===== src/rtl/regfile_pkg.sv =====
// rtl/regfile_pkg.sv - shared register-file widths and write-request type
package regfile_pkg;

    localparam int WIDTH  = 32;
    localparam int AWIDTH = 5;

    localparam logic [AWIDTH-1:0] REG_ZERO = 5'd0;

    typedef struct packed {
        logic [AWIDTH-1:0] addr;
        logic [WIDTH-1:0]  data;
    } wr_req_t;

endpackage


===== src/rtl/rfq_forward_mux.sv =====
// rtl/rfq_forward_mux.sv - picks the youngest valid queue entry matching a read address
module rfq_forward_mux #(
    parameter int DEPTH  = 4,
    parameter int WIDTH  = 32,
    parameter int AWIDTH = 5,
    parameter int PW     = $clog2(DEPTH)
) (
    input  logic [DEPTH-1:0][AWIDTH-1:0] addr_i,
    input  logic [DEPTH-1:0][WIDTH-1:0]  data_i,
    input  logic [DEPTH-1:0]             valid_i,
    input  logic [PW-1:0]                rd_ptr_i,
    input  logic [AWIDTH-1:0]            rd_addr_i,
    output logic                         hit_o,
    output logic [WIDTH-1:0]             data_o
);

    logic [PW-1:0] idx;

    // Walk from oldest (read pointer) to youngest so the last match wins.
    always_comb begin
        hit_o  = 1'b0;
        data_o = '0;
        idx    = '0;
        for (int k = 0; k < DEPTH; k++) begin
            idx = rd_ptr_i + PW'(k);
            if (valid_i[idx] && (addr_i[idx] == rd_addr_i)) begin
                hit_o  = 1'b1;
                data_o = data_i[idx];
            end
        end
    end

endmodule


===== src/rtl/regfile_write_queue.sv =====
// rtl/regfile_write_queue.sv - write-request FIFO in front of the regfile with read forwarding
module regfile_write_queue #(
    parameter int DEPTH  = 4,
    parameter int WIDTH  = regfile_pkg::WIDTH,
    parameter int AWIDTH = regfile_pkg::AWIDTH
) (
    input  logic                     Clk,
    input  logic                     Reset_n,
    input  logic                     InValid,
    output logic                     InReady,
    input  logic [AWIDTH-1:0]        InRegister,
    input  logic [WIDTH-1:0]         InData,
    input  logic                     DrainEn,
    output logic [AWIDTH-1:0]        WriteRegister,
    output logic [WIDTH-1:0]         WriteData,
    output logic                     RegWrite,
    input  logic [AWIDTH-1:0]        ReadRegister1,
    input  logic [AWIDTH-1:0]        ReadRegister2,
    input  logic [WIDTH-1:0]         RfReadData1,
    input  logic [WIDTH-1:0]         RfReadData2,
    output logic [WIDTH-1:0]         ReadData1,
    output logic [WIDTH-1:0]         ReadData2,
    output logic [$clog2(DEPTH):0]   Count
);

    import regfile_pkg::*;

    localparam int PW = $clog2(DEPTH);
    localparam int CW = PW + 1;

    logic [PW-1:0]                  wr_ptr_q, wr_ptr_d, rd_ptr_q, rd_ptr_d;
    logic [CW-1:0]                  count_q, count_d;
    logic [DEPTH-1:0]               valid_q, valid_d;
    logic [DEPTH-1:0][AWIDTH-1:0]   addr_q, addr_d;
    logic [DEPTH-1:0][WIDTH-1:0]    data_q, data_d;
    logic                           push, enq, pop;
    logic                           hit1, hit2;
    logic [WIDTH-1:0]               fwd1, fwd2;

    assign InReady = (count_q != CW'(DEPTH));
    assign push    = InValid && InReady;
    // Writes to the zero register complete the handshake but never occupy a slot.
    assign enq     = push && (InRegister != AWIDTH'(REG_ZERO));
    assign pop     = (count_q != '0) && DrainEn;

    assign RegWrite      = pop;
    assign WriteRegister = addr_q[rd_ptr_q];
    assign WriteData     = data_q[rd_ptr_q];
    assign Count         = count_q;

    always_comb begin
        wr_ptr_d = wr_ptr_q;
        rd_ptr_d = rd_ptr_q;
        count_d  = count_q;
        valid_d  = valid_q;
        addr_d   = addr_q;
        data_d   = data_q;
        if (pop) begin
            valid_d[rd_ptr_q] = 1'b0;
            rd_ptr_d          = rd_ptr_q + PW'(1);
        end
        if (enq) begin
            valid_d[wr_ptr_q] = 1'b1;
            addr_d[wr_ptr_q]  = InRegister;
            data_d[wr_ptr_q]  = InData;
            wr_ptr_d          = wr_ptr_q + PW'(1);
        end
        case ({enq, pop})
            2'b10:   count_d = count_q + CW'(1);
            2'b01:   count_d = count_q - CW'(1);
            default: count_d = count_q;
        endcase
    end

    always_ff @(posedge Clk or negedge Reset_n) begin
        if (!Reset_n) begin
            wr_ptr_q <= '0;
            rd_ptr_q <= '0;
            count_q  <= '0;
            valid_q  <= '0;
            addr_q   <= '0;
            data_q   <= '0;
        end else begin
            wr_ptr_q <= wr_ptr_d;
            rd_ptr_q <= rd_ptr_d;
            count_q  <= count_d;
            valid_q  <= valid_d;
            addr_q   <= addr_d;
            data_q   <= data_d;
        end
    end

    rfq_forward_mux #(.DEPTH(DEPTH), .WIDTH(WIDTH), .AWIDTH(AWIDTH), .PW(PW)) u_fwd1 (
        .addr_i    (addr_q),
        .data_i    (data_q),
        .valid_i   (valid_q),
        .rd_ptr_i  (rd_ptr_q),
        .rd_addr_i (ReadRegister1),
        .hit_o     (hit1),
        .data_o    (fwd1)
    );

    rfq_forward_mux #(.DEPTH(DEPTH), .WIDTH(WIDTH), .AWIDTH(AWIDTH), .PW(PW)) u_fwd2 (
        .addr_i    (addr_q),
        .data_i    (data_q),
        .valid_i   (valid_q),
        .rd_ptr_i  (rd_ptr_q),
        .rd_addr_i (ReadRegister2),
        .hit_o     (hit2),
        .data_o    (fwd2)
    );

    assign ReadData1 = (ReadRegister1 == AWIDTH'(REG_ZERO)) ? '0 : (hit1 ? fwd1 : RfReadData1);
    assign ReadData2 = (ReadRegister2 == AWIDTH'(REG_ZERO)) ? '0 : (hit2 ? fwd2 : RfReadData2);

endmodule


===== config.mk =====
export PLATFORM = sky130hd
export DESIGN_NAME = regfile_write_queue
export DESIGN_NICKNAME = d
export VERILOG_FILES = /design/src/rtl/regfile_pkg.sv /design/src/rtl/rfq_forward_mux.sv /design/src/rtl/regfile_write_queue.sv
export SDC_FILE = /design/constraint.sdc
export NUM_CORES = 1
export LEC_CHECK = 0
export ABC_AREA = 1
export CORE_AREA = 3 3 205 207
export DETAILED_ROUTE_END_ITERATION = 10
export DIE_AREA = 0 0 208 210
export HOLD_SLACK_MARGIN = 0.05
export SYNTH_ARGS = -nofsm -noshare
export SYNTH_HDL_FRONTEND = slang
export SYNTH_SLANG_ARGS = --single-unit

===== constraint.sdc =====
create_clock -name Clk -period 4.44 [get_ports Clk]
set_input_delay 1.11 -clock Clk [delete_from_list [all_inputs] [get_ports Clk]]
set_output_delay 1.11 -clock Clk [all_outputs]
set_load 0.03 [all_outputs]

# Word level (Yosys, flattened, before mapping)
# Cells that the tools add are included.
# op_classes
addsub,6
order_cmp,7
eq_ne,11
muxes,57
n_bitwise,3
n_reduce_logical,18
# ops
op,n
2-to-1 mux 32 bit,17
binary-select mux 32 bit (select 2 bit),4
bitwise mux 128 bit,1
demux 32 bit (select 2 bit),1
binary-select mux 5 bit (select 2 bit),4
== test 5 bit,8
2-to-1 mux 5 bit,5
bitwise mux 20 bit,1
less-than comparator 2 x 3 -> 1 bit (second input constant),5
2-to-1 mux 1 bit,14
logical AND 1 bit,13
demux 5 bit (select 2 bit),1
zero test 5 bit,2
binary-select mux 1 bit (select 2 bit),4
2-to-1 mux 4 bit,2
case mux 3 bit (2 select lines),1
nonzero test 5 bit,1
adder 2 x 1 -> 2 bit (second input constant),2
adder 2 bit (second input constant),2
bitwise AND 4 bit,1
demux 1 bit (select 2 bit),2
>= comparator 2 x 1 -> 1 bit (second input constant),2
inverter 4 bit,1
OR 4 bit,1
other kinds (7),7
# word_totals
ff_bits,159
inputBits,115
out_inout_bits,106
elab_cells,114

# Longest topological paths before layout
# depth
depth_word,10
ltp_mapped,20
depth_no_buf,14

# Hierarchy
# A second synthesis with hierarchy kept.
# hier_totals
cells_unflattened,3233
hier_area_um2,19326.0
# by_module_without_submodules
mod,instances,cells_per_inst,area_each_um2,seq_area_each_um2
rfq_forward_mux,2,1041,5139.9,0.0
regfile_write_queue,1,1151,9046.2,3978.8

# Worst setup path after synthesis
# No wires, ideal clock.
# synth_path
kind,reg2out
startpoint,reg rd_ptr_q[1]
endpoint,out ReadData2[11]
arrival_ps,3303
t_required_ps,3330
path_slack_ps,27
path_stages_with_launch,18
n_path_buf,5
cell_sequence,dfrtp_1 buf_4 inv_2 clkbuf_1 buf_1 ha_1 inv_1 buf_2 nand3_1 nand2_1 xor2_1 nor2_1 nand3_1 nand2_1 nor2_8 buf_4 a21oi_1 a21oi_1
# synth_via
elab_chain_cells,10
word_cells_on_any_way,45
cone_classes,add/sub (3); eq/ne (4); mux (34); reduce/logical (4)
# synth_lines
item,line,rtl
start: declaration,regfile_write_queue.sv:31,"logic [PW-1:0] wr_ptr_q, wr_ptr_d, rd_ptr_q, rd_ptr_d;"
start signal: assignment,regfile_write_queue.sv:85,rd_ptr_q <= rd_ptr_d;
adder 2 x 1 -> 2 bit / binary-select mux 5 bit (select 2 bit) (equally long branches),"rfq_forward_mux.sv:25, rfq_forward_mux.sv:26",
binary-select mux 5 bit (select 2 bit) / 2-to-1 mux 5 bit (equally long branches),rfq_forward_mux.sv:26,if (valid_i[idx] && (addr_i[idx] == rd_addr_i)) begin
2-to-1 mux 5 bit (implied by the code) / == test 5 bit (equally long branches),rfq_forward_mux.sv:26,
== test 5 bit / logical AND 1 bit (equally long branches),rfq_forward_mux.sv:26,
logical AND 1 bit (tied with other cells),rfq_forward_mux.sv:26,
2-to-1 mux 32 bit / 2-to-1 mux 1 bit (equally long branches) (3 in a row),rfq_forward_mux.sv:26,
2-to-1 mux 32 bit * (2 in a row),regfile_write_queue.sv:114,assign ReadData2 = (ReadRegister2 == AWIDTH'(REG_ZERO)) ? '0 : (hit2 ? fwd2 : RfReadData2);
end: declaration,regfile_write_queue.sv:22,"output logic [WIDTH-1:0] ReadData2,"
# Mark *: on every way between the ends. The rest lies on a longest branch, timed or not. The select of a mux whose other input is x is not followed.

# Final worst setup path
# layout_path
startpoint,in ReadRegister2[3]
endpoint,out ReadData2[11]
# layout_via
elab_chain_cells,8
word_cells_on_any_way,19
cone_classes,eq/ne (4); mux (10); reduce/logical (5)
# layout_lines
item,line,rtl
start: declaration,regfile_write_queue.sv:18,"input logic [AWIDTH-1:0] ReadRegister2,"
== test 5 bit,rfq_forward_mux.sv:26,
logical AND 1 bit,rfq_forward_mux.sv:26,
2-to-1 mux 32 bit / 2-to-1 mux 1 bit (equally long branches) (4 in a row),rfq_forward_mux.sv:26,
2-to-1 mux 32 bit,regfile_write_queue.sv:114,
2-to-1 mux 32 bit *,regfile_write_queue.sv:114,
# Mark *: on every way between the ends. The rest lies on a longest branch, timed or not.

==> impl_metrics.csv <==
group,metric,value,unit
floorplan,die-height,210,um
min_path,hold_path_class,"reg -> reg",
yosys,synth.avg_cell_area,5.74,um^2
yosys,syn-cell-area,0.0141,mm^2
yosys,synthAdderAreaFrac,0.00942,
yosys,synth_fp_nets,2580,
setup_path,path_delay_family,"buffers and inverters",
clock_network,cts_buffers,17,
sta,fmax,229,MHz
yosys,async_reset_ff_frac,1.00,
clock_network,root_buffer,"clkbuf_16",
yosys,synthTopCellsByArea,"dfrtp_1 28%, nand2_1 21%, o21ai_0 12%, nor2_1 9.2%, inv_1 7.7%",
detailed_routing,wl_per_cell,18.0,um
floorplan,die_width,208,um
yosys,synth_edf_count,0,
clock_network,path_clk_slew,0.06,ns
setup_path,crit_path_frequent_cell,"nand2_1",
grt,globalRouteOverflowTotal,0,
setup_path,cp_slowest_stage_delay,0.52,ns
floorplan,start_util,0.347,
floorplan,placementRows,74,
setup_path,cp_slowest_cell,"clkdlybuf4s50_1",
grt,grt_use_total,0.250,
final_layout,final_nets,2750,
place,place_inst,3124,
final_layout,drive_gt1_frac,0.104,
yosys,syn_inst,2455,
final_layout,synthToLayoutAreaGrowth,27.1,%
setup_path,critPathBufInv,4,
sta,hold_viol,0,
final_layout,diodes,0,
grt,grt_pass1_vias,13887,
place,dpl-instance-area,0.0169,mm^2
clock_network,cts_hold_buf,0,
sta,setup-violations-final,0,
floorplan,core,0.0406,mm^2
status,status,"completed",
setup_path,worstSetupEndpointType,"output pin",
yosys,synth-simple-area-share,0.363,
clock_network,insertion_delay,0.44,ns
detailed_routing,viasPerCell,5.04,
detailed_routing,ant_nets,0,
clock_network,cts_buffer_depth,2,
place,place_hpwl,42200,um
sta,worst_slew_pin_slew,0.824,ns
sta,min_period_over_period,0.982,
grt,grt_max_degree,126,
yosys,synth_xor_area_frac,0.00995,
final_layout,final_core_utilization,0.441,
sta,finalMaxSlewViolations,0,
yosys,ys.flop_type,"dfrtp_1",
final_layout,fillCellCount,4399,
setup_path,crit_chain,"clkdlybuf4s50_1 > inv_2 > nand3_1 > nand2_1 > nor2_1 > nand3_2 > nand2_4 > nor2_8 > bufbuf_16 > nand2_1 > nand2_1 > a21oi_2 > buf_6",
detailed_routing,finalWirelength,57200,um
final_layout,postLayoutCellArea,0.0179,mm^2
yosys,synth_cell_type_count,33,
floorplan,ios,221,
detailed_routing,drcViolationCount,0,
yosys,ys_ff_latch,159,
setup_path,path_class,"in -> out",
detailed_routing,drt_iter0_markers,1869,
detailed_routing,firstDrtPassIters,5,
setup_path,crit_path_max_fanout,18,
setup_path,cp.required,3.33,ns
place,gp_congestion,0.984,
place,port_buffers,220,
sta,finalClockSkew,0.00554,ns
yosys,synth_compound_area_frac,0.200,
yosys,synthMuxAreaShare,0,
sta,slew-limit-headroom,0.451,
yosys,synth_top_cell_by_area,"dfrtp_1",
clock_network,clock-sinks,159,
grt,grt_pass1_wl,85700,um
yosys,ys_warn_count,0,
setup_path,startpoint_type,"primary input",
final_layout,instances_no_fill,3170,
clock_network,htreeDepth,4,
sta,finalCriticalPeriod,4.36,ns
yosys,netlist.area_leader.share,0.283,
flow_run,cap_viol_max_count,0,
setup_path,cp.arrival,3.25,ns
grt,antenna_found_initial,0,
clock_network,tritoncts,"done",
floorplan,die_area,0.0437,mm^2
yosys,synth_top_family_by_area,"simple AND/OR/NAND/NOR gates",
yosys,yosysSeqAreaShare,0.283,
detailed_routing,vias,15987,
==> cell usage after synthesis, types with 2 or more instances <==
cell type  count
nor2_8         2
buf_1         11
buf_6         15
o21a_1        33
inv_2          4
nand2_1      804
xnor2_1        3
buf_2         45
ha_1           9
nor2_1       346
dfrtp_1      159
a21oi_2       28
nand4_1        4
nand3_1      122
o21ai_0      339
clkbuf_1      81
or2_2          4
a21oi_1       71
xor2_1        13
nor3_1         2
buf_4          8
o21ai_1       49
inv_1        288
nand3_2        4
nor2_2         2
nand2_2        2
==> registers in the layout, summed over array words and instances (netlist names) <==
register and cells:
data_q 128, rd_ptr_q 2, addr_q 20, valid_q 4, wr_ptr_q 2, Count 3
==> metal layers <==
metal	part of all wire	vias up	track usage	wire length, um
li1	-	7968	-	-
met5	0	-	0	0
met1	0.54	7334	0.434	30600
met4	0.012	0	0.0419	667
met3	0.080	37	0.0418	4570
met2	0.37	648	0.314	21300
==> worst register-to-register path, stage by stage (launching register included) <==
cell and delay (ns):
dfrtp_1 0.41, o31ai_1 0.64, inv_1 0.29, ha_1 0.29
inv_1 0.09, fa_1 0.42, o21ai_0 0.16
==> logic make-up (layout without fill, tap and decap cells) <==
family / count (synthesis) / after routing
buffers and inverters: 453 / 636
DFF: 159 / 159
AOI/OAI and AO/OA: 523 / 523
xor gates and xnor gates: 16 / 16
adders and majority gates: 10 / 10
and+or+nand+nor: 1294 / 1294
==> area by class of cell <==
class	instances	area, um^2	area share
flip-flops and latches	159	3980	0.223
inverters	293	1120	0.0624
repair buffers	311	3200	0.179
multi-input cells	1843	8360	0.467
clock buffers	19	433	0.0242
clock inverters	13	133	0.00741
well taps	532	666	0.0372
==> through the flow <==
stage	setup TNS [ns]	setup WS, ns	hold WS (ns)
final	0	0.0811	0.475
after CTS	0	0.0125	0.481
after detailed placement	-0.0599	-0.0450	0.465
after floorplan	0	0.0268	0.441
after global routing	-0.00670	-0.00667	0.503
after global placement	-0.0681	-0.0433	0.459
==> cell usage in the layout, fill, tap and decap left out, types with 3 or more instances in the layout <==
cell             netlist  routed
nand2_1              804     794
nor2_1               346     342
o21ai_0              339     339
inv_1                288     283
dfrtp_1              159     157
clkdlybuf4s50_1        0     152
buf_4                  8     119
nand3_1              122     115
a21oi_1               71      64
o21ai_1               49      48
a21oi_2               28      35
o21a_1                33      33
buf_12                 0      24
clkbuf_16              0      22
xor2_1                13      12
nand3_2                4      10
nand2_2                2       9
ha_1                   9       8
inv_2                  4       6
clkinv_4               0       6
buf_6                 15       6
or2_2                  4       4
nor2_2                 2       4
nand4_1                4       4
inv_6                  0       4
nand2_4                0       3
xnor2_1                3       3
==> worst paths after layout <==
check,endpoint,cells past startpoint,slack (ns),startpoint
min in group asynchronous,Count[2],1,0.70,Reset_n
min,valid_q[0],2,0.47,valid_q[0]
min reg2reg,valid_q[0],2,0.47,valid_q[0]
max reg2reg,Count[1],6,2.07,Count[2]
max,ReadData2[11],13,0.08,ReadRegister2[3]
max in group asynchronous,data_q[92],2,2.79,Reset_n
==> what timing repair did <==
action,in CTS,in global routing
resized for setup,23,43
gates cloned,1,5
buffers inserted,1,7
pin swaps,2,10
endpoints found under the setup margin,71,76
Power is left out: the tool's default activity adds up to more than one toggle a clock period on the data nets, which glitch-free logic cannot reach.
